**config.mk**
```make
export PLATFORM = sky130hd
export DESIGN_NAME = cache_req_arbiter_flat
export DESIGN_NICKNAME = d
export VERILOG_FILES = /design/src/rtl/cache_req_arbiter_if.sv /design/src/rtl/cache_req_arbiter.sv /design/src/flat_wrapper.sv
export SDC_FILE = /design/constraint.sdc
export NUM_CORES = 1
export LEC_CHECK = 0
export ABC_AREA = 0
export CAP_MARGIN = 30
export CORE_MARGIN = 8
export CORE_UTILIZATION = 38
export CTS_CLUSTER_SIZE = 16
export DETAILED_ROUTE_END_ITERATION = 10
export GPL_TIMING_DRIVEN = 0
export HOLD_SLACK_MARGIN = 0.03
export PLACE_DENSITY = 0.74
export SLEW_MARGIN = 20
export SYNTH_ARGS = -nofsm -noshare
export SYNTH_HDL_FRONTEND = slang
export SYNTH_SLANG_ARGS = --single-unit
```
**constraint.sdc**
```tcl
create_clock -name clock -period 2.2 [get_ports clock]
set_input_delay 0.55 -clock clock [delete_from_list [all_inputs] [get_ports clock]]
set_output_delay 0.55 -clock clock [all_outputs]
set_load 0.005 [all_outputs]
```
**src/rtl/cache_req_arbiter_if.sv**
```systemverilog
// Request, cache-datapath and RAM signals of the cache front-end arbiter.
// master = arbiter side, slave = requesters/cache/RAM side.
interface cache_req_arbiter_if #(
  parameter int ADDR_W = 10,
  parameter int DATA_W = 8
);
  logic [1:0]          req_valid;
  logic [1:0]          req_write;
  logic [2*ADDR_W-1:0] req_addr;
  logic [2*DATA_W-1:0] req_wdata;
  logic [1:0]          req_ready;
  logic [1:0]          resp_valid;
  logic [DATA_W-1:0]   resp_data;
  logic                cache_en;
  logic                cache_mode;
  logic [1:0]          cache_index;
  logic [ADDR_W-3:0]   cache_tag;
  logic [DATA_W-1:0]   cache_wdata;
  logic                cache_hit;
  logic [DATA_W-1:0]   cache_rdata;
  logic                cache_victim_dirty;
  logic [ADDR_W-3:0]   cache_victim_tag;
  logic [DATA_W-1:0]   cache_victim_data;
  logic                cache_fill;
  logic                mem_req;
  logic                mem_we;
  logic [ADDR_W-1:0]   mem_addr;
  logic [DATA_W-1:0]   mem_wdata;
  logic                mem_ack;
  logic [DATA_W-1:0]   mem_rdata;
  logic                busy;

  modport master (
    input  req_valid, req_write, req_addr, req_wdata,
    output req_ready, resp_valid, resp_data,
    output cache_en, cache_mode, cache_index, cache_tag,
    output cache_wdata, cache_fill,
    input  cache_hit, cache_rdata, cache_victim_dirty,
    input  cache_victim_tag, cache_victim_data,
    output mem_req, mem_we, mem_addr, mem_wdata,
    input  mem_ack, mem_rdata,
    output busy
  );

  modport slave (
    output req_valid, req_write, req_addr, req_wdata,
    input  req_ready, resp_valid, resp_data,
    input  cache_en, cache_mode, cache_index, cache_tag,
    input  cache_wdata, cache_fill,
    output cache_hit, cache_rdata, cache_victim_dirty,
    output cache_victim_tag, cache_victim_data,
    input  mem_req, mem_we, mem_addr, mem_wdata,
    output mem_ack, mem_rdata,
    input  busy
  );
endinterface

```
**src/rtl/cache_req_arbiter.sv**
```systemverilog
// Two-requester front end for the 2-way write-back cache:
// lookup, optional victim write-back, optional fill, response.
module cache_req_arbiter #(
  parameter int ADDR_W = 10,
  parameter int DATA_W = 8,
  parameter int RR_EN  = 1
) (
  input logic clock,
  input logic reset,
  cache_req_arbiter_if.master bus
);
  typedef enum logic [2:0] {
    IDLE, LOOKUP, WBACK, FILL, RESP
  } state_t;

  state_t state_q, state_d;
  logic rr_ptr_q, rr_ptr_d;
  logic id_q, id_d;
  logic wr_q, wr_d;
  logic [ADDR_W-1:0] addr_q, addr_d;
  logic [DATA_W-1:0] wdata_q, wdata_d;
  logic [1:0] req_ready_q, req_ready_d;
  logic [1:0] resp_valid_q, resp_valid_d;
  logic [DATA_W-1:0] resp_data_q, resp_data_d;
  logic cache_en_q, cache_en_d;
  logic cache_mode_q, cache_mode_d;
  logic [DATA_W-1:0] cache_wdata_q, cache_wdata_d;
  logic cache_fill_q, cache_fill_d;
  logic mem_req_q, mem_req_d;
  logic mem_we_q, mem_we_d;
  logic [ADDR_W-1:0] mem_addr_q, mem_addr_d;
  logic [DATA_W-1:0] mem_wdata_q, mem_wdata_d;
  logic win;
  logic enter_fill;

  always_comb begin
    if (RR_EN != 0 && rr_ptr_q)
      win = bus.req_valid[1];
    else
      win = !bus.req_valid[0];
  end

  always_comb begin
    state_d       = state_q;
    rr_ptr_d      = rr_ptr_q;
    id_d          = id_q;
    wr_d          = wr_q;
    addr_d        = addr_q;
    wdata_d       = wdata_q;
    req_ready_d   = '0;
    resp_valid_d  = '0;
    resp_data_d   = resp_data_q;
    cache_en_d    = 1'b0;
    cache_mode_d  = cache_mode_q;
    cache_wdata_d = cache_wdata_q;
    cache_fill_d  = 1'b0;
    mem_req_d     = mem_req_q;
    mem_we_d      = mem_we_q;
    mem_addr_d    = mem_addr_q;
    mem_wdata_d   = mem_wdata_q;
    enter_fill    = 1'b0;
    unique case (state_q)
      IDLE: begin
        if (|bus.req_valid) begin
          req_ready_d[win] = 1'b1;
          cache_en_d = 1'b1;
          id_d = win;
          wr_d = bus.req_write[win];
          addr_d = win ? bus.req_addr[2*ADDR_W-1:ADDR_W]
                       : bus.req_addr[ADDR_W-1:0];
          wdata_d = win ? bus.req_wdata[2*DATA_W-1:DATA_W]
                        : bus.req_wdata[DATA_W-1:0];
          cache_mode_d = wr_d;
          cache_wdata_d = wdata_d;
          state_d = LOOKUP;
        end
      end
      LOOKUP: begin
        // cache result is valid the cycle after the cache_en strobe
        if (!cache_en_q) begin
          if (bus.cache_hit) begin
            resp_valid_d[id_q] = 1'b1;
            resp_data_d = wr_q ? wdata_q : bus.cache_rdata;
            state_d = RESP;
          end else if (bus.cache_victim_dirty) begin
            mem_req_d = 1'b1;
            mem_we_d = 1'b1;
            mem_addr_d = {bus.cache_victim_tag, addr_q[1:0]};
            mem_wdata_d = bus.cache_victim_data;
            state_d = WBACK;
          end else begin
            enter_fill = 1'b1;
          end
        end
      end
      WBACK: begin
        if (mem_req_q && bus.mem_ack) begin
          mem_req_d = 1'b0;
          enter_fill = 1'b1;
        end
      end
      FILL: begin
        if (wr_q) begin
          resp_valid_d[id_q] = 1'b1;
          resp_data_d = wdata_q;
          state_d = RESP;
        end else if (!mem_req_q) begin
          mem_req_d = 1'b1;
          mem_we_d = 1'b0;
          mem_addr_d = addr_q;
        end else if (bus.mem_ack) begin
          mem_req_d = 1'b0;
          cache_fill_d = 1'b1;
          cache_mode_d = 1'b0;
          cache_wdata_d = bus.mem_rdata;
          resp_valid_d[id_q] = 1'b1;
          resp_data_d = bus.mem_rdata;
          state_d = RESP;
        end
      end
      RESP: begin
        rr_ptr_d = ~id_q;
        state_d = IDLE;
      end
      default: state_d = IDLE;
    endcase
    // a write miss installs its own data without reading RAM
    if (enter_fill) begin
      state_d = FILL;
      if (wr_q) begin
        cache_fill_d = 1'b1;
        cache_mode_d = 1'b1;
        cache_wdata_d = wdata_q;
      end
    end
  end

  always_ff @(posedge clock or posedge reset) begin
    if (reset) begin
      state_q       <= IDLE;
      rr_ptr_q      <= 1'b0;
      id_q          <= 1'b0;
      wr_q          <= 1'b0;
      addr_q        <= '0;
      wdata_q       <= '0;
      req_ready_q   <= '0;
      resp_valid_q  <= '0;
      resp_data_q   <= '0;
      cache_en_q    <= 1'b0;
      cache_mode_q  <= 1'b0;
      cache_wdata_q <= '0;
      cache_fill_q  <= 1'b0;
      mem_req_q     <= 1'b0;
      mem_we_q      <= 1'b0;
      mem_addr_q    <= '0;
      mem_wdata_q   <= '0;
    end else begin
      state_q       <= state_d;
      rr_ptr_q      <= rr_ptr_d;
      id_q          <= id_d;
      wr_q          <= wr_d;
      addr_q        <= addr_d;
      wdata_q       <= wdata_d;
      req_ready_q   <= req_ready_d;
      resp_valid_q  <= resp_valid_d;
      resp_data_q   <= resp_data_d;
      cache_en_q    <= cache_en_d;
      cache_mode_q  <= cache_mode_d;
      cache_wdata_q <= cache_wdata_d;
      cache_fill_q  <= cache_fill_d;
      mem_req_q     <= mem_req_d;
      mem_we_q      <= mem_we_d;
      mem_addr_q    <= mem_addr_d;
      mem_wdata_q   <= mem_wdata_d;
    end
  end

  assign bus.req_ready   = req_ready_q;
  assign bus.resp_valid  = resp_valid_q;
  assign bus.resp_data   = resp_data_q;
  assign bus.cache_en    = cache_en_q;
  assign bus.cache_mode  = cache_mode_q;
  assign bus.cache_index = addr_q[1:0];
  assign bus.cache_tag   = addr_q[ADDR_W-1:2];
  assign bus.cache_wdata = cache_wdata_q;
  assign bus.cache_fill  = cache_fill_q;
  assign bus.mem_req     = mem_req_q;
  assign bus.mem_we      = mem_we_q;
  assign bus.mem_addr    = mem_addr_q;
  assign bus.mem_wdata   = mem_wdata_q;
  assign bus.busy        = (state_q != IDLE);
endmodule

```
**src/flat_wrapper.sv**
```systemverilog
// flat-port wrapper written by rule: the top's interface ports become plain ports
module cache_req_arbiter_flat 
#(
  parameter int ADDR_W = 10,
  parameter int DATA_W = 8,
  parameter int RR_EN  = 1
)
  (clock, reset, bus_req_valid, bus_req_write, bus_req_addr, bus_req_wdata, bus_req_ready, bus_resp_valid, bus_resp_data, bus_cache_en, bus_cache_mode, bus_cache_index, bus_cache_tag, bus_cache_wdata, bus_cache_fill, bus_cache_hit, bus_cache_rdata, bus_cache_victim_dirty, bus_cache_victim_tag, bus_cache_victim_data, bus_mem_req, bus_mem_we, bus_mem_addr, bus_mem_wdata, bus_mem_ack, bus_mem_rdata, bus_busy);
  cache_req_arbiter_if #(.ADDR_W(ADDR_W), .DATA_W(DATA_W)) bus_i ();
  input logic clock;
  input logic reset;
  input wire logic [$bits(bus_i.req_valid)-1:0] bus_req_valid;
  input wire logic [$bits(bus_i.req_write)-1:0] bus_req_write;
  input wire logic [$bits(bus_i.req_addr)-1:0] bus_req_addr;
  input wire logic [$bits(bus_i.req_wdata)-1:0] bus_req_wdata;
  output wire logic [$bits(bus_i.req_ready)-1:0] bus_req_ready;
  output wire logic [$bits(bus_i.resp_valid)-1:0] bus_resp_valid;
  output wire logic [$bits(bus_i.resp_data)-1:0] bus_resp_data;
  output wire logic [$bits(bus_i.cache_en)-1:0] bus_cache_en;
  output wire logic [$bits(bus_i.cache_mode)-1:0] bus_cache_mode;
  output wire logic [$bits(bus_i.cache_index)-1:0] bus_cache_index;
  output wire logic [$bits(bus_i.cache_tag)-1:0] bus_cache_tag;
  output wire logic [$bits(bus_i.cache_wdata)-1:0] bus_cache_wdata;
  output wire logic [$bits(bus_i.cache_fill)-1:0] bus_cache_fill;
  input wire logic [$bits(bus_i.cache_hit)-1:0] bus_cache_hit;
  input wire logic [$bits(bus_i.cache_rdata)-1:0] bus_cache_rdata;
  input wire logic [$bits(bus_i.cache_victim_dirty)-1:0] bus_cache_victim_dirty;
  input wire logic [$bits(bus_i.cache_victim_tag)-1:0] bus_cache_victim_tag;
  input wire logic [$bits(bus_i.cache_victim_data)-1:0] bus_cache_victim_data;
  output wire logic [$bits(bus_i.mem_req)-1:0] bus_mem_req;
  output wire logic [$bits(bus_i.mem_we)-1:0] bus_mem_we;
  output wire logic [$bits(bus_i.mem_addr)-1:0] bus_mem_addr;
  output wire logic [$bits(bus_i.mem_wdata)-1:0] bus_mem_wdata;
  input wire logic [$bits(bus_i.mem_ack)-1:0] bus_mem_ack;
  input wire logic [$bits(bus_i.mem_rdata)-1:0] bus_mem_rdata;
  output wire logic [$bits(bus_i.busy)-1:0] bus_busy;
  assign bus_i.req_valid = bus_req_valid;
  assign bus_i.req_write = bus_req_write;
  assign bus_i.req_addr = bus_req_addr;
  assign bus_i.req_wdata = bus_req_wdata;
  assign bus_req_ready = bus_i.req_ready;
  assign bus_resp_valid = bus_i.resp_valid;
  assign bus_resp_data = bus_i.resp_data;
  assign bus_cache_en = bus_i.cache_en;
  assign bus_cache_mode = bus_i.cache_mode;
  assign bus_cache_index = bus_i.cache_index;
  assign bus_cache_tag = bus_i.cache_tag;
  assign bus_cache_wdata = bus_i.cache_wdata;
  assign bus_cache_fill = bus_i.cache_fill;
  assign bus_i.cache_hit = bus_cache_hit;
  assign bus_i.cache_rdata = bus_cache_rdata;
  assign bus_i.cache_victim_dirty = bus_cache_victim_dirty;
  assign bus_i.cache_victim_tag = bus_cache_victim_tag;
  assign bus_i.cache_victim_data = bus_cache_victim_data;
  assign bus_mem_req = bus_i.mem_req;
  assign bus_mem_we = bus_i.mem_we;
  assign bus_mem_addr = bus_i.mem_addr;
  assign bus_mem_wdata = bus_i.mem_wdata;
  assign bus_i.mem_ack = bus_mem_ack;
  assign bus_i.mem_rdata = bus_mem_rdata;
  assign bus_busy = bus_i.busy;
  cache_req_arbiter #(.ADDR_W(ADDR_W), .DATA_W(DATA_W), .RR_EN(RR_EN)) u_core (.clock(clock), .reset(reset), .bus(bus_i));
endmodule
```
Word-level counts from Yosys, hierarchy flattened. Index checks and enable logic that the tools add are counted.

Order comparisons: 4. Equal/unequal tests: 19. Mux-type cells: 77. Bitwise operators: 3. Reduce and logical (&&, ||, !) cells: 15.

Operators by type and width (count): 8-bit two-way mux (13); 10-bit two-way mux (6); 1-bit two-way mux (32); 8-bit case mux with 2 select lines (2); 3-bit two-way mux (8); 10-bit case mux with 2 select lines (1); 6-bit AND reduction (3); 2-bit two-way mux (7); 2-bit inequality test (second input constant) (6); 3-bit case mux with 4 select lines (1); 3-bit by 2-bit equality test with 1-bit output (second input constant) (2); 3-bit by 1-bit inequality test with 1-bit output (second input constant) (2); 1-bit case mux with 2 select lines (3); 3-bit nonzero test (2); 5-bit AND reduction (1); 1-bit by 2-bit < comparator with 1-bit output (second input constant) (2); 2-bit by 1-bit inequality test with 1-bit output (second input constant) (2); 4-bit by 1-bit inequality test with 1-bit output (second input constant) (1); 4-bit by 2-bit inequality test with 1-bit output (second input constant) (1); 4-bit by 3-bit inequality test with 1-bit output (second input constant) (1); 2-bit case mux with 2 select lines (1); 4-bit AND reduction (1); 3-bit by 1-bit equality test with 1-bit output (second input constant) (1); 3-bit equality test (second input constant) (1); other kinds (12) (18).

Flip-flop bits (word level): 67. Input port bits: 77. Word-level logic and storage cells: 135.

Longest topological paths before layout.
Depth after elaboration: 8. Depth in mapped cells: 7. Mapped depth without buffers: 4.

Worst setup path after synthesis. Ideal clock, no wire load.

Path type: reg2reg. Start point: reg u_core.state_q[2]. End point: reg u_core.resp_data_q[0], in the netlist u_core.bus.resp_data[0]. Setup time: 125 ps. Arrival: 1671 ps. Data required time: 2075 ps. Path slack: 404 ps. Stages on the path, launching flop included: 6. Buffers on the path: 1. Path through: dfrtp_1 buf_2 nand2b_1 or3_1 a31oi_4 mux2_2.

Word-level cells in the longest chain between the ends: 3.

RTL lines: start: declaration (line cache_req_arbiter.sv:16) `state_t state_q, state_d;`; start signal: assignment (line cache_req_arbiter.sv:158) `state_q <= state_d;`; 3-bit by 2-bit equality test with 1-bit output or 3-bit by 1-bit equality test with 1-bit output (tied branches) (line cache_req_arbiter.sv:62) `unique case (state_q)`; 3-bit by 1-bit inequality test with 1-bit output (no source line) (tied with other cells); 5-bit AND reduction (no source line); end signal: assignment (line cache_req_arbiter.sv:166) `resp_data_q <= resp_data_d;`; end: declaration (line cache_req_arbiter.sv:24) `logic [DATA_W-1:0] resp_data_q, resp_data_d;`.

Several ways; a longest one is shown, not always the timed one. A chain may end at the register's enable or synchronous reset.

Worst setup path in the final report.
Start point: reg u_core.state_q[2]. End point: reg u_core.resp_data_q[5], in the netlist u_core.bus.resp_data[5].

Same word-level chain as after synthesis.

==> flow_summary_export.csv <==
group,metric,value,unit
status,outcome,"complete, no violations",
worst_setup_path,end_kind,"register",
worst_setup_path,slowest_delay,0.38,ns
clock_network,cts_htree_levels,3,
worst_setup_path,worstSetupEndpoint,"u_core.bus.resp_data[5]",
flow_run,max_cap_violations,0,
die,core_area,8050,sq um
clock_network,hold_buffers,0,
detailed_routing,top_layer,"met4",
worst_setup_path,path_buf_inv,3,
worst_setup_path,critical-path-top-delay-family,"buffers and inverters",
grt,grt_pass1_wl,16800,um
timing,worst_slack,0.0803,ns
placement,dpl.cell_count,522,
yosys,synth.net_count,362,
die,io_pins,131,
worst_setup_path,r2r_end,"u_core.bus.resp_data[5]",
clock_network,cts_tree,"yes",
detailed_routing,vias_per_cell,5.54,
clock_network,cts_buffer_depth,2,
grt,overflow,0,
yosys,netlist_instances,285,
grt,grt_pass1_vias,3134,
timing,setup_viol,0,
detailed_routing,drc,0,
clock_network,ctsRootBufferMaster,"clkbuf_8",
timing,clock.fmax,0.472,GHz
finish,layout_commonest_cell,"clkdlybuf4s50_1",
placement,port_buffers,130,
placement,gp_routability_congestion,0.944,
detailed_routing,antenna_left,0,
die,initial_core_util,38.5,%
worst_setup_path,startpoint_type,"register",
worst_setup_path,path_cells,"buf_4, nor2b_1, clkbuf_1, a32oi_1, a31oi_4, buf_12, mux2_2",
timing,post-route-period-util,96.4,%
worst_setup_path,arrival,2.35,ns
yosys,yosysSeqAreaShare,54.1,%
worst_setup_path,r2r_slack,0.08,ns
clock_network,cts_num_sinks,67,
detailed_routing,wire_per_inst,19.8,um
yosys,ys_ff_latch,67,
yosys,avgSynthCellArea,10.9,sq um
placement,place_ws,-0.482,ns
worst_setup_path,critPathMaxFanout,9,
timing,report.final.slew_viol_count,0,
detailed_routing,met3_length,1100,um
grt,grt_max_degree,30,
finish,n_antenna_cell,0,
worst_setup_path,crit_start,"u_core.state_q[2]",
finish,final_cell_mix,"129 x clkdlybuf4s50_1, 66 x dfrtp_1, 33 x nand2_1, 26 x a222oi_1, 25 x inv_1",
finish,fin_area,4840,sq um
timing,tightest_slew,0.679,ns
timing,fin_skew,0.0164,ns
yosys,synth_top_family_by_area,"compound AO/OA/AOI/OAI gates",
die,die_h,106,um
detailed_routing,wirelength,10600,um
worst_setup_path,critPathKind,"reg -> reg",
power_and_ir_drop,p_per_area,1330,nW/um^2
worst_setup_path,rr_worst_depth,7,
finish,layout.nets,505,
worst_setup_path,timing.rr.start,"u_core.state_q[2]",
die,die_w,106,um
power_and_ir_drop,ir_drop,0.000638,V
grt,grt_use_total,19.0,%
timing,slew_headroom,54.6,%
detailed_routing,met1_length,4280,um
yosys,synth_cell_types,31,
detailed_routing,vias,2978,
clock_network,clk_latency,0.36,ns
detailed_routing,firstDrtPassIters,6,
clock_network,cts_made_buffers,9,
finish,fin_cells,538,
yosys,synth_compound_area_share,16.8,%
power_and_ir_drop,power.total,6.45,mW
die,dieArea,11300,sq um
detailed_routing,drtIter0Drc,277,
worst_setup_path,cp.required,2.43,ns
placement,hpwlAfterDp,7770,um
timing,final_hold_viol_count,0,
yosys,synthAdderAreaFrac,0,%
worst_setup_path,cp.depth,7,
yosys,muxShareOfSynthArea,12.4,%
yosys,synth_warnings,0,
yosys,syn_area,3100,sq um
worst_setup_path,cp_slowest_cell,"dfrtp_1",
power_and_ir_drop,leakage,2.20,nW
finish,drive_gt1_share,13.4,%
die,rows,33,
detailed_routing,wl_met2,5130,um
grt,antenna_found_initial,0,
yosys,yosys.area_share.simple,10.2,%
placement,dpl_cell_area,4590,sq um
yosys,yosys.area_share.xor_xnor,0,%
timing,finalCriticalPeriod,2.12,ns
finish,area_growth,56.2,%
clock_network,path_clk_slew,0.08,ns
worst_hold_path,hold_path.class,"reg -> reg",
==> worst register-to-register path, cell delays in order, from the launching register on <==
cell and delay (ns):
dfrtp_1 0.38, buf_4 0.17, nor2b_1 0.17, clkbuf_1 0.30, a32oi_1 0.25, a31oi_4 0.25, buf_12 0.16, mux2_2 0.34
==> power by group <==
group,switching [mW],internal [mW],total [mW]
clock network,0.508,0.554,1.06
registers,0.370,1.82,2.19
logic,1.45,1.75,3.20
total,2.33,4.12,6.45
==> sequential cells by signal (all words and copies together) (netlist names), 3 cells and up <==
| name | flops |
|---|---|
| u_core.state_q | 3 |
| u_core.wdata_q | 8 |
| u_core.bus.mem_addr | 10 |
| u_core.bus.cache_wdata | 8 |
| u_core.bus.mem_wdata | 8 |
| u_core.bus.resp_data | 8 |
| u_core.addr_q | 10 |
==> metrics by stage <==
| stage | utilization (%) | setup TNS [ns] | hold WS (ns) |
|---|---|---|---|
| global placement | 56.3 | -11.65 | 0.462 |
| floorplan | - | 0 | 0.430 |
| finish | 60.1 | 0 | 0.481 |
| global route | 60.1 | -0.00884 | 0.511 |
| CTS | 59.7 | 0 | 0.488 |
| detailed placement | 57.0 | -12.28 | 0.470 |
==> kinds of logic after synthesis <==
kind of cell,Yosys count
simple gates,67
buf+inv,48
compound gates,67
flops,67
mux,36
==> Yosys cell counts <==
library cell  number  area [sq um]
nor4b_1            1          8.76
mux2i_1           18           180
buf_4              2          15.0
o311a_1            1          10.0
or2_2              1          6.26
nor2b_1            1          6.26
a32oi_1            2          17.5
or3_1              1          6.26
nand3b_1           2          15.0
a22oi_1            1          7.51
o21ai_1            1          5.00
nor3_1            13          65.1
a21o_1             1          7.51
o21ai_0           19          95.1
a22o_1             1          8.76
buf_2             11          55.1
nor2_1             4          15.0
clkbuf_1           9          33.8
a21oi_1            3          15.0
a31oi_1            9          56.3
o311ai_1           1          8.76
nand2_1           33           124
and3_1             5          31.3
mux2_2            18           203
inv_1             26          97.6
a31oi_4            1          21.3
a222oi_1          26           260
nor3b_1            1          7.51
o22ai_1            1          6.26
dfrtp_1           67          1680
nand2b_1           5          31.3
==> repair_timing <==
| action | 4_1_cts | 5_1_grt |
|---|---|---|
| endpoints found under the setup margin | 10 | 25 |
| gates resized for setup | 5 | 3 |
| setup buffers | 0 | 1 |
| endpoints found under the hold margin | 0 | 0 |
| pin swaps | 1 | 1 |
==> layout make-up <==
type / instances / area [sq um]
Buffer: 21 / 103
Clock buffer: 10 / 138
Clock inverter: 6 / 63.8
Fill cell: 702 / 3210
Inverter: 26 / 101
Multi-Input combinational cell: 170 / 1250
Sequential cell: 67 / 1680
Tap cell: 105 / 131
Timing Repair Buffer: 133 / 1380
==> worst min-delay path by stage <==
stage | cells past startpoint | start | slack (ns) | endpoint
final | 2 | u_core.bus.mem_addr[2] | 0.48 | u_core.bus.mem_addr[2]
after global routing | 2 | u_core.bus.mem_we | 0.51 | u_core.bus.mem_we
after CTS | 2 | u_core.bus.mem_addr[7] | 0.49 | u_core.bus.mem_addr[7]
after detailed placement | 2 | u_core.bus.mem_addr[2] | 0.47 | u_core.bus.mem_addr[2]
after global placement | 2 | u_core.bus.mem_we | 0.46 | u_core.bus.mem_we
after floorplan | 1 | u_core.id_q | 0.43 | u_core.bus.resp_valid[0]
==> layer usage <==
metal | up-vias | GRT usage, %
li1 | 1335 | -
met1 | 1463 | 23.8
met2 | 168 | 29.9
met3 | 12 | 6.11
met4 | 0 | 7.54
met5 | - | 0
No activity file was read; power rests on OpenSTA's default activity.
